File: config.mk
export PLATFORM = sky130hd
export DESIGN_NAME = slot_arbiter
export DESIGN_NICKNAME = d
export VERILOG_FILES = /design/src/rtl/sps_pkg.sv /design/src/rtl/door_timer.sv /design/src/rtl/slot_arbiter.sv
export SDC_FILE = /design/constraint.sdc
export NUM_CORES = 1
export LEC_CHECK = 0
export ABC_CLOCK_PERIOD_IN_PS = 2500
export CORE_ASPECT_RATIO = 1.75
export CORE_MARGIN = 5
export CORE_UTILIZATION = 54
export CTS_BUF_LIST = sky130_fd_sc_hd__clkbuf_8
export CTS_CLUSTER_SIZE = 40
export DETAILED_ROUTE_END_ITERATION = 12
export PLACE_DENSITY_LB_ADDON = 0.2
export REMOVE_ABC_BUFFERS = 1
export SLEW_MARGIN = 20
export SYNTH_ARGS = -nofsm -noshare
export SYNTH_HDL_FRONTEND = slang
export SYNTH_SLANG_ARGS = --single-unit
File: constraint.sdc
create_clock -name clk -period 2.5 [get_ports clk]
set_clock_uncertainty 0.15 [all_clocks]
set_input_delay 0.5 -clock clk [delete_from_list [all_inputs] [get_ports clk]]
set_output_delay 0.5 -clock clk [all_outputs]
set_load 0.05 [all_outputs]
File: src/rtl/sps_pkg.sv
// rtl/sps_pkg.sv - shared types and constants for the parking slot arbiter
package sps_pkg;

    localparam int NUM_SLOTS   = 4;
    localparam int SLOT_W      = 2;
    localparam int COUNT_VALUE = 40_000_000;

    typedef enum logic [1:0] {
        ST_IDLE  = 2'd0,
        ST_SERVE = 2'd1,
        ST_DOOR  = 2'd2
    } state_t;

    // Lowest-index clear bit; returns 0 when every slot is taken.
    function automatic logic [SLOT_W-1:0] first_free(input logic [NUM_SLOTS-1:0] s);
        first_free = '0;
        for (int i = NUM_SLOTS - 1; i >= 0; i--) begin
            if (!s[i]) first_free = SLOT_W'(i);
        end
    endfunction

endpackage

File: src/rtl/door_timer.sv
// rtl/door_timer.sv - loadable down-counter that flags the last door-open cycle
module door_timer #(
    parameter int COUNT_VALUE = sps_pkg::COUNT_VALUE
) (
    input  logic clk,
    input  logic reset_in,
    input  logic load,
    output logic done
);

    localparam int CNT_W = $clog2(COUNT_VALUE + 1);

    logic [CNT_W-1:0] cnt;

    // Saturates at zero so a stray extra cycle can never wrap into a long hold.
    always_ff @(posedge clk or negedge reset_in) begin
        if (!reset_in) begin
            cnt <= '0;
        end else if (load) begin
            cnt <= CNT_W'(COUNT_VALUE);
        end else if (cnt != '0) begin
            cnt <= cnt - 1'b1;
        end
    end

    assign done = (cnt == CNT_W'(1));

endmodule

File: src/rtl/slot_arbiter.sv
// rtl/slot_arbiter.sv - parking lot entry/exit arbiter with slot bitmap and door hold
module slot_arbiter #(
    parameter int COUNT_VALUE = sps_pkg::COUNT_VALUE,
    parameter int NUM_SLOTS   = sps_pkg::NUM_SLOTS
) (
    input  logic                      clk,
    input  logic                      reset_in,
    input  logic                      entry_req,
    input  logic                      exit_req,
    input  logic [sps_pkg::SLOT_W-1:0] exit_slot,
    output logic [NUM_SLOTS-1:0]      spots,
    output logic [sps_pkg::SLOT_W-1:0] assigned_slot,
    output logic                      grant,
    output logic                      reject,
    output logic                      exit_err,
    output logic                      door_open,
    output logic                      full
);

    import sps_pkg::*;

    state_t state, state_nxt;

    logic              entry_prev, exit_prev, armed;
    logic              pend_entry, pend_exit;
    logic              serve_exit, last_exit;
    logic [SLOT_W-1:0] exit_slot_q, free_slot;
    logic              entry_edge, exit_edge, exit_take;
    logic              clr_entry, clr_exit, release_slot, door_load, door_done;

    // armed stays low for the first clock after reset so a held level is not an edge.
    assign entry_edge = armed & entry_req & ~entry_prev;
    assign exit_edge  = armed & exit_req & ~exit_prev;
    assign exit_take  = exit_edge & (~pend_exit | clr_exit);
    assign full       = (spots == '1);
    assign free_slot  = first_free(spots);

    always_ff @(posedge clk or negedge reset_in) begin
        if (!reset_in) state <= ST_IDLE;
        else           state <= state_nxt;
    end

    always_comb begin
        state_nxt = state;
        case (state)
            ST_IDLE:  if (pend_entry || pend_exit) state_nxt = ST_SERVE;
            ST_SERVE: state_nxt = door_load ? ST_DOOR : ST_IDLE;
            ST_DOOR:  if (door_done) state_nxt = ST_IDLE;
            default:  state_nxt = ST_IDLE;
        endcase
    end

    always_comb begin
        grant        = 1'b0;
        reject       = 1'b0;
        exit_err     = 1'b0;
        door_open    = 1'b0;
        clr_entry    = 1'b0;
        clr_exit     = 1'b0;
        release_slot = 1'b0;
        case (state)
            ST_SERVE: begin
                clr_entry    = ~serve_exit;
                clr_exit     = serve_exit;
                grant        = ~serve_exit & ~full;
                reject       = ~serve_exit & full;
                release_slot = serve_exit & spots[exit_slot_q];
                exit_err     = serve_exit & ~spots[exit_slot_q];
            end
            ST_DOOR:  door_open = 1'b1;
            default:  ;
        endcase
        door_load = grant | release_slot;
    end

    always_ff @(posedge clk or negedge reset_in) begin
        if (!reset_in) begin
            entry_prev    <= 1'b0;
            exit_prev     <= 1'b0;
            armed         <= 1'b0;
            pend_entry    <= 1'b0;
            pend_exit     <= 1'b0;
            serve_exit    <= 1'b0;
            last_exit     <= 1'b0;
            exit_slot_q   <= '0;
            spots         <= '0;
            assigned_slot <= '0;
        end else begin
            entry_prev <= entry_req;
            exit_prev  <= exit_req;
            armed      <= 1'b1;
            // A fresh edge in the servicing cycle re-arms the flag rather than being lost.
            pend_entry <= entry_edge | (pend_entry & ~clr_entry);
            pend_exit  <= exit_edge | (pend_exit & ~clr_exit);
            if (exit_take) exit_slot_q <= exit_slot;
            if (state == ST_IDLE && (pend_entry || pend_exit)) begin
                serve_exit <= pend_exit & (~pend_entry | ~last_exit);
            end
            if (state == ST_SERVE) last_exit <= serve_exit;
            if (grant) begin
                spots[free_slot] <= 1'b1;
                assigned_slot    <= free_slot;
            end
            if (release_slot) spots[exit_slot_q] <= 1'b0;
        end
    end

    door_timer #(.COUNT_VALUE(COUNT_VALUE)) u_door_timer (
        .clk      (clk),
        .reset_in (reset_in),
        .load     (door_load),
        .done     (door_done)
    );

endmodule

==> summary.txt, run 1 <==
Outcome
  • Status: completed

Clock network
  • # Post-CTS Setup Buffers: 0
  • CTS resizes: 0
  • CTS Buf Count: 5
  • CTS tree: yes
  • Clock slew at reported path FFs: 80 ps
  • Clk buf depth: 2
  • CTS Hold Buffers Added: 0
  • CTS sink cnt: 43
  • Clk_lat worst skew: 290 ps
  • CTS H-Tree Depth: 2
  • Root Driver: clkbuf_8

Power
  • Register share of total power: 0.538
  • Comb pwr share: 0.040
  • P_sw: 0.000279 W
  • Maximum VDD drop: 362 uV
  • PwrDens: 500 nW/um^2
  • Switching share of power: 0.209
  • Internal Power: 0.00105 W
  • P_leak: 1.07 nW
  • Clock power frac: 0.421

GRT
  • First-pass GRT wire length: 8850 um
  • Pin count of the biggest net entering global routing: 44
  • Gr ovfl total: 0
  • Initial antenna violation count: 0
  • Vias in the first global route: 1,862
  • GRT Total Usage: 0.205

Routing
  • DRC viols: 0
  • Routed len/inst: 16.4 um
  • Via density: 5.98
  • Drt initial violations: 69
  • DR vias: 1,807
  • Total Wirelength: 4940 um
  • DR pass1 iterations: 4
  • Post-DRT Antenna Nets: 0

Synthesis
  • Distinct cells, synth: 51
  • Share of the synthesized area in the top cell type: 0.477
  • Sequential-to-total area share from yosys stat: 0.477
  • EDFF count, synth: 0
  • Synth area leader: dfrtp_1
  • Top cells by area, synth: dfrtp_1 48%, nand2_1 3.5%, xor2_1 3.1%
  • Yosys reg bits: 43
  • Syn Inst Count: 225
  • Post-Syn Area: 2260 sq um
  • YS warnings: 0
  • Async set-or-reset flop fraction in the synthesized netlist: 1.00
  • Syn avg cell area: 10.0 sq um
  • Ys flop type: dfrtp_1

Critical path
  • R2r setup slk: 150 ps
  • Reg2reg end: u_door_timer.cnt[25]
  • Crit start category: flop
  • Max stage delay on crit path: 840 ps
  • Critical Path, Cell by Cell: nor2b_1 > clkdlybuf4s50_1
  • CP arrival: 1730 ps
  • WS Path Type: reg2out
  • Worst-path fanout max: 3
  • Worst EP required: 1850 ps
  • Reg-to-Reg Start: u_door_timer.cnt[17]
  • CP Capture Type: output port
  • Slowest stage cell on the critical path: clkdlybuf4s50_1
  • Worst R2R Path Depth: 5

Flow run
  • Max Cap Violations: 0

Floorplanning
  • Die Y-Extent: 95.5 um
  • # IOs: 17
  • Core Rows: 31
  • Die area: 5620 sq um
  • Core Box Area: 4110 sq um
  • Die W: 58.9 um
  • Initial Utilization: 0.549

Finish
  • Fill count: 350
  • FF/Latch Area: 1080 sq um
  • Most frequent cells in the layout: 43 x dfrtp_1, 21 x nand2_1, 18 x nor2_1, 12 x buf_4
  • Nets: 260
  • Leading cell type in the layout, fill and taps excluded: dfrtp_1
  • Antenna diode count: 0
  • Layout Cells excl Fill: 302
  • Layout area overhead: 18.1%
  • Final core utilization: 0.648
  • Multi-input gate area: 1120 sq um
  • Ratio of cells with drive above 1 in the final layout: 0.142

STA
  • Tmin final: 2380 ps
  • Fin worst setup slack: 116 ps
  • RSZ-0062 raised after global routing: no
  • Final cycle utilization of the critical path: 0.954
  • Final Hold Vio Count: 0
  • Max_slew headroom: 0.644
  • Fmax: 419 MHz
  • Setup TNS: 0 ps
  • Fin. max-slew vios: 0
  • WHS: 115 ps
  • Worst Tran Pin Value: 534 ps
  • Final setup fails: 0

Placed design
  • Placed cell count: 294
  • Dpl hpwl: 3660 um
  • Placer congestion estimate: 0.885
  • Pre-CTS setup slack: 172 ps
  • Input/output buffers: 16

Hold path
  • Hold Path Class: in2async
==> routing by layer <==
layer	track usage	routed length, um
met5	0	0
met4	0.0926	185
met3	0.0325	142
met2	0.369	2650
met1	0.230	1960
==> cell usage after synthesis (3+ instances only) <==
| cell | number |
|---|---|
| a21oi_1 | 10 |
| a31oi_1 | 4 |
| a41oi_1 | 3 |
| buf_6 | 3 |
| clkbuf_1 | 3 |
| dfrtp_1 | 43 |
| inv_1 | 7 |
| mux2i_1 | 3 |
| nand2_1 | 21 |
| nand2b_1 | 4 |
| nand3_1 | 7 |
| nor2_1 | 18 |
| nor2b_1 | 4 |
| nor3_1 | 7 |
| nor4_1 | 8 |
| o211ai_1 | 3 |
| o21ai_0 | 12 |
| o31ai_1 | 4 |
| or3_1 | 4 |
| or4_1 | 6 |
| xnor2_1 | 4 |
| xor2_1 | 8 |
==> critical path: cells and delay by family, from the launching register on <==
family        cells  cell delay [ps]
buf+inv           1              840
flops             1              370
simple gates      1              230
==> power groups by stage <==
stage	Clock (W)	Combinational (W)	Sequential [W]
final	0.000561	0.0000535	0.000717
after global routing	0.000604	0.0000612	0.000720
after CTS	0.000574	0.0000546	0.000718
after detailed placement	0	0.0000544	0.000732
after global placement	0	0.0000541	0.000732
after floorplan	0	0.0000189	0.000731
==> stage by stage <==
step | power (W) | area, sq um
6_report | 0.00133 | 2670
5_1_grt | 0.00138 | 2670
4_1_cts | 0.00135 | 2650
3_5_place_dp | 0.000786 | 2530
3_3_place_gp | 0.000786 | 2530
2_1_floorplan | 0.000750 | 2210
==> state kept, by name, indices dropped and copies added (netlist names), 2 cells and up <==
signal	cells
exit_slot_q	2
u_door_timer.cnt	26
spots	4
assigned_slot	2
state	2
==> layout make-up <==
type / instances / share of cell area
well taps: 49 / 0.0230
clock inverters: 2 / 0.0131
repair buffers: 27 / 0.0995
flip-flops and latches: 43 / 0.404
clock buffers: 6 / 0.0310
multi-input cells: 168 / 0.420
inverters: 7 / 0.00986
==> cells by family after synthesis <==
logic type / after synthesis / share of synthesized area
and+or+nand+nor: 100 / 0.264
AOI/OAI and AO/OA: 48 / 0.138
DFF: 43 / 0.477
buffers and inverters: 14 / 0.0338
xor gates and xnor gates: 12 / 0.0466
muxes: 5 / 0.0283
adders and majority gates: 2 / 0.0111
other: 1 / 0.00166
==> how the worst max path moves through the flow <==
stage | start | endpoint | slack [ps] | cells after the start
after global placement | u_door_timer.cnt[17] | u_door_timer.cnt[4] | 210 | 5
after detailed placement | u_door_timer.cnt[17] | u_door_timer.cnt[22] | 170 | 5
final | state[1] | door_open | 120 | 2
after floorplan | u_door_timer.cnt[4] | u_door_timer.cnt[20] | -160 | 4
after CTS | state[1] | door_open | 110 | 2
after global routing | u_door_timer.cnt[17] | u_door_timer.cnt[10] | 50 | 5
Power figures use the tool's default switching activity.
==> inputs of run 2 (changes only) <==
--- a/config.mk
+++ b/config.mk
@@ -5,10 +5,10 @@
 export SDC_FILE = /design/constraint.sdc
 export NUM_CORES = 1
 export LEC_CHECK = 0
-export ABC_CLOCK_PERIOD_IN_PS = 2500
+export ABC_CLOCK_PERIOD_IN_PS = 2700
 export CORE_ASPECT_RATIO = 1.75
 export CORE_MARGIN = 5
-export CORE_UTILIZATION = 54
+export CORE_UTILIZATION = 60
 export CTS_BUF_LIST = sky130_fd_sc_hd__clkbuf_8
 export CTS_CLUSTER_SIZE = 40
 export DETAILED_ROUTE_END_ITERATION = 12
==> constraint.sdc (replaced) <==
create_clock -name clk -period 2.7 [get_ports clk]
set_clock_uncertainty 0.15 [all_clocks]
set_input_delay 0.54 -clock clk [delete_from_list [all_inputs] [get_ports clk]]
set_output_delay 0.54 -clock clk [all_outputs]
set_load 0.05 [all_outputs]
==> summary.txt, run 2 (same netlist as run 1, synthesis figures left out) <==
Outcome
  • Status: completed

Critical path
  • Crit start category: flop
  • CP arrival: 1840 ps
  • Worst-path fanout max: 9
  • Critical Path, Cell by Cell: nand4_1 > inv_1 > clkdlybuf4s50_1
  • CP Capture Type: output port
  • Max stage delay on crit path: 790 ps
  • Slowest stage cell on the critical path: clkdlybuf4s50_1
  • WS Path Type: reg2out
  • Worst EP required: 2010 ps
  • R2r setup slk: 300 ps

STA
  • Fmax: 395 MHz
  • Tmin final: 2530 ps
  • Fin. max-slew vios: 0
  • RSZ-0062 raised after global routing: no
  • WHS: 158 ps
  • Final Hold Vio Count: 0
  • Max_slew headroom: 0.560
  • Setup TNS: 0 ps
  • Final setup fails: 0
  • Final cycle utilization of the critical path: 0.937
  • Worst Tran Pin Value: 658 ps

Clock network
  • CTS tree: yes
  • # Post-CTS Setup Buffers: 0
  • Root Driver: clkbuf_8
  • CTS resizes: 0
  • CTS sink cnt: 43
  • Clk buf depth: 2
  • CTS H-Tree Depth: 2
  • CTS Buf Count: 5
  • Clock slew at reported path FFs: 80 ps
  • CTS Hold Buffers Added: 0
  • Clk_lat worst skew: 300 ps

Power
  • PwrDens: 430 nW/um^2
  • Maximum VDD drop: 466 uV
  • P_leak: 1.03 nW

Finish
  • Most frequent cells in the layout: 43 x dfrtp_1, 21 x nand2_1, 18 x nor2_1, 12 x o21ai_0, 12 x clkdlybuf4s50_1
  • Antenna diode count: 0
  • Fill count: 276
  • Largest register FFs: 26
  • Biggest register: u_door_timer.cnt
  • Layout area overhead: 13.1%
  • Leading cell type in the layout, fill and taps excluded: dfrtp_1
  • Top flop regs: u_door_timer.cnt (26), spots (4)
  • Nets: 255
  • Ratio of cells with drive above 1 in the final layout: 0.117

Placed design
  • Input/output buffers: 16
  • Dpl hpwl: 3490 um
  • Placer congestion estimate: 0.889

Floorplanning
  • Core Rows: 29
  • Die Y-Extent: 91.1 um
  • Initial Utilization: 0.622
  • # IOs: 17
  • Core Box Area: 3630 sq um
  • Die W: 56.4 um
  • Die area: 5130 sq um

Routing
  • DR pass1 iterations: 4
  • Post-DRT Antenna Nets: 0
  • Drt initial violations: 60
  • Routed len/inst: 16.4 um
  • Via density: 6.10
  • Total Wirelength: 4840 um
  • DR vias: 1,792
  • DRC viols: 0

GRT
  • Vias in the first global route: 1,833
  • Gr ovfl total: 0
  • Initial antenna violation count: 0
  • Pin count of the biggest net entering global routing: 44
  • GRT Total Usage: 0.205
  • First-pass GRT wire length: 8270 um

Flow run
  • Max Cap Violations: 0

Hold path
  • Hold Path Class: in2async
## run 2: cell count changes in the layout (fill, tap and decap cells not counted), sizes merged
| cell | previous run | this run |
|---|---|---|
| clkdlybuf4s50 | 11 | 12 |
| clkinv | 1 | 3 |
| buf | 16 | 10 |
| bufinv | 1 | 0 |
| clkbuf | 6 | 5 |
## run 2: power by group
part | internal [W] | leakage (nW) | total [W] | switching [W]
clock | 0.000177 | 0.0477 | 0.000391 | 0.000214
sequential | 0.000654 | 0.502 | 0.000667 | 0.0000139
combinational | 0.0000181 | 0.480 | 0.0000396 | 0.0000214
## run 2: per-stage QoR
| step | total power [W] | cells | instance area (sq um) | util | worst slack [ps] |
|---|---|---|---|---|---|
| floorplan | 0.000694 | 218 | 2210 | - | 42.1 |
| global placement | 0.000720 | 286 | 2470 | 0.680 | 367 |
| detailed placement | 0.000722 | 286 | 2470 | 0.680 | 288 |
| CTS | 0.00111 | 294 | 2550 | 0.703 | 157 |
| global route | 0.00115 | 294 | 2550 | 0.703 | 99.1 |
| finish | 0.00110 | 294 | 2550 | 0.703 | 170 |
## run 2: worst paths after layout
kind	from	endpoint	cells after the start
min in group clk	entry_prev	pend_entry	1
worst min register to register	entry_prev	pend_entry	1
max in group asynchronous	reset_in	u_door_timer.cnt[21]	2
worst min-delay path	reset_in	u_door_timer.cnt[6]	2
worst max register to register	u_door_timer.cnt[21]	u_door_timer.cnt[3]	5
worst max-delay path	spots[0]	full	3
## run 2: final cells by class
cell class                 count  area (sq um)  share of cell area
clock buffer                   5          68.8              0.0270
clock inverter                 3          15.0             0.00588
inverter                       7          26.3              0.0103
multi-input combinational    168          1100               0.432
sequential                    43          1080               0.422
tap                           46          57.6              0.0225
timing repair buffer          22           205              0.0804
## run 2: worst max-delay path, delay by kind of cell (launching register included)
family        cells  cell delay, ps
simple gates      1             180
buf+inv           2             870
flops             1             490
## run 2: layer usage
layer  GRT usage  wire length (um)
met1       0.218              1830
met2       0.368              2650
met3      0.0326               170
met4       0.127               189
met5           0                 0
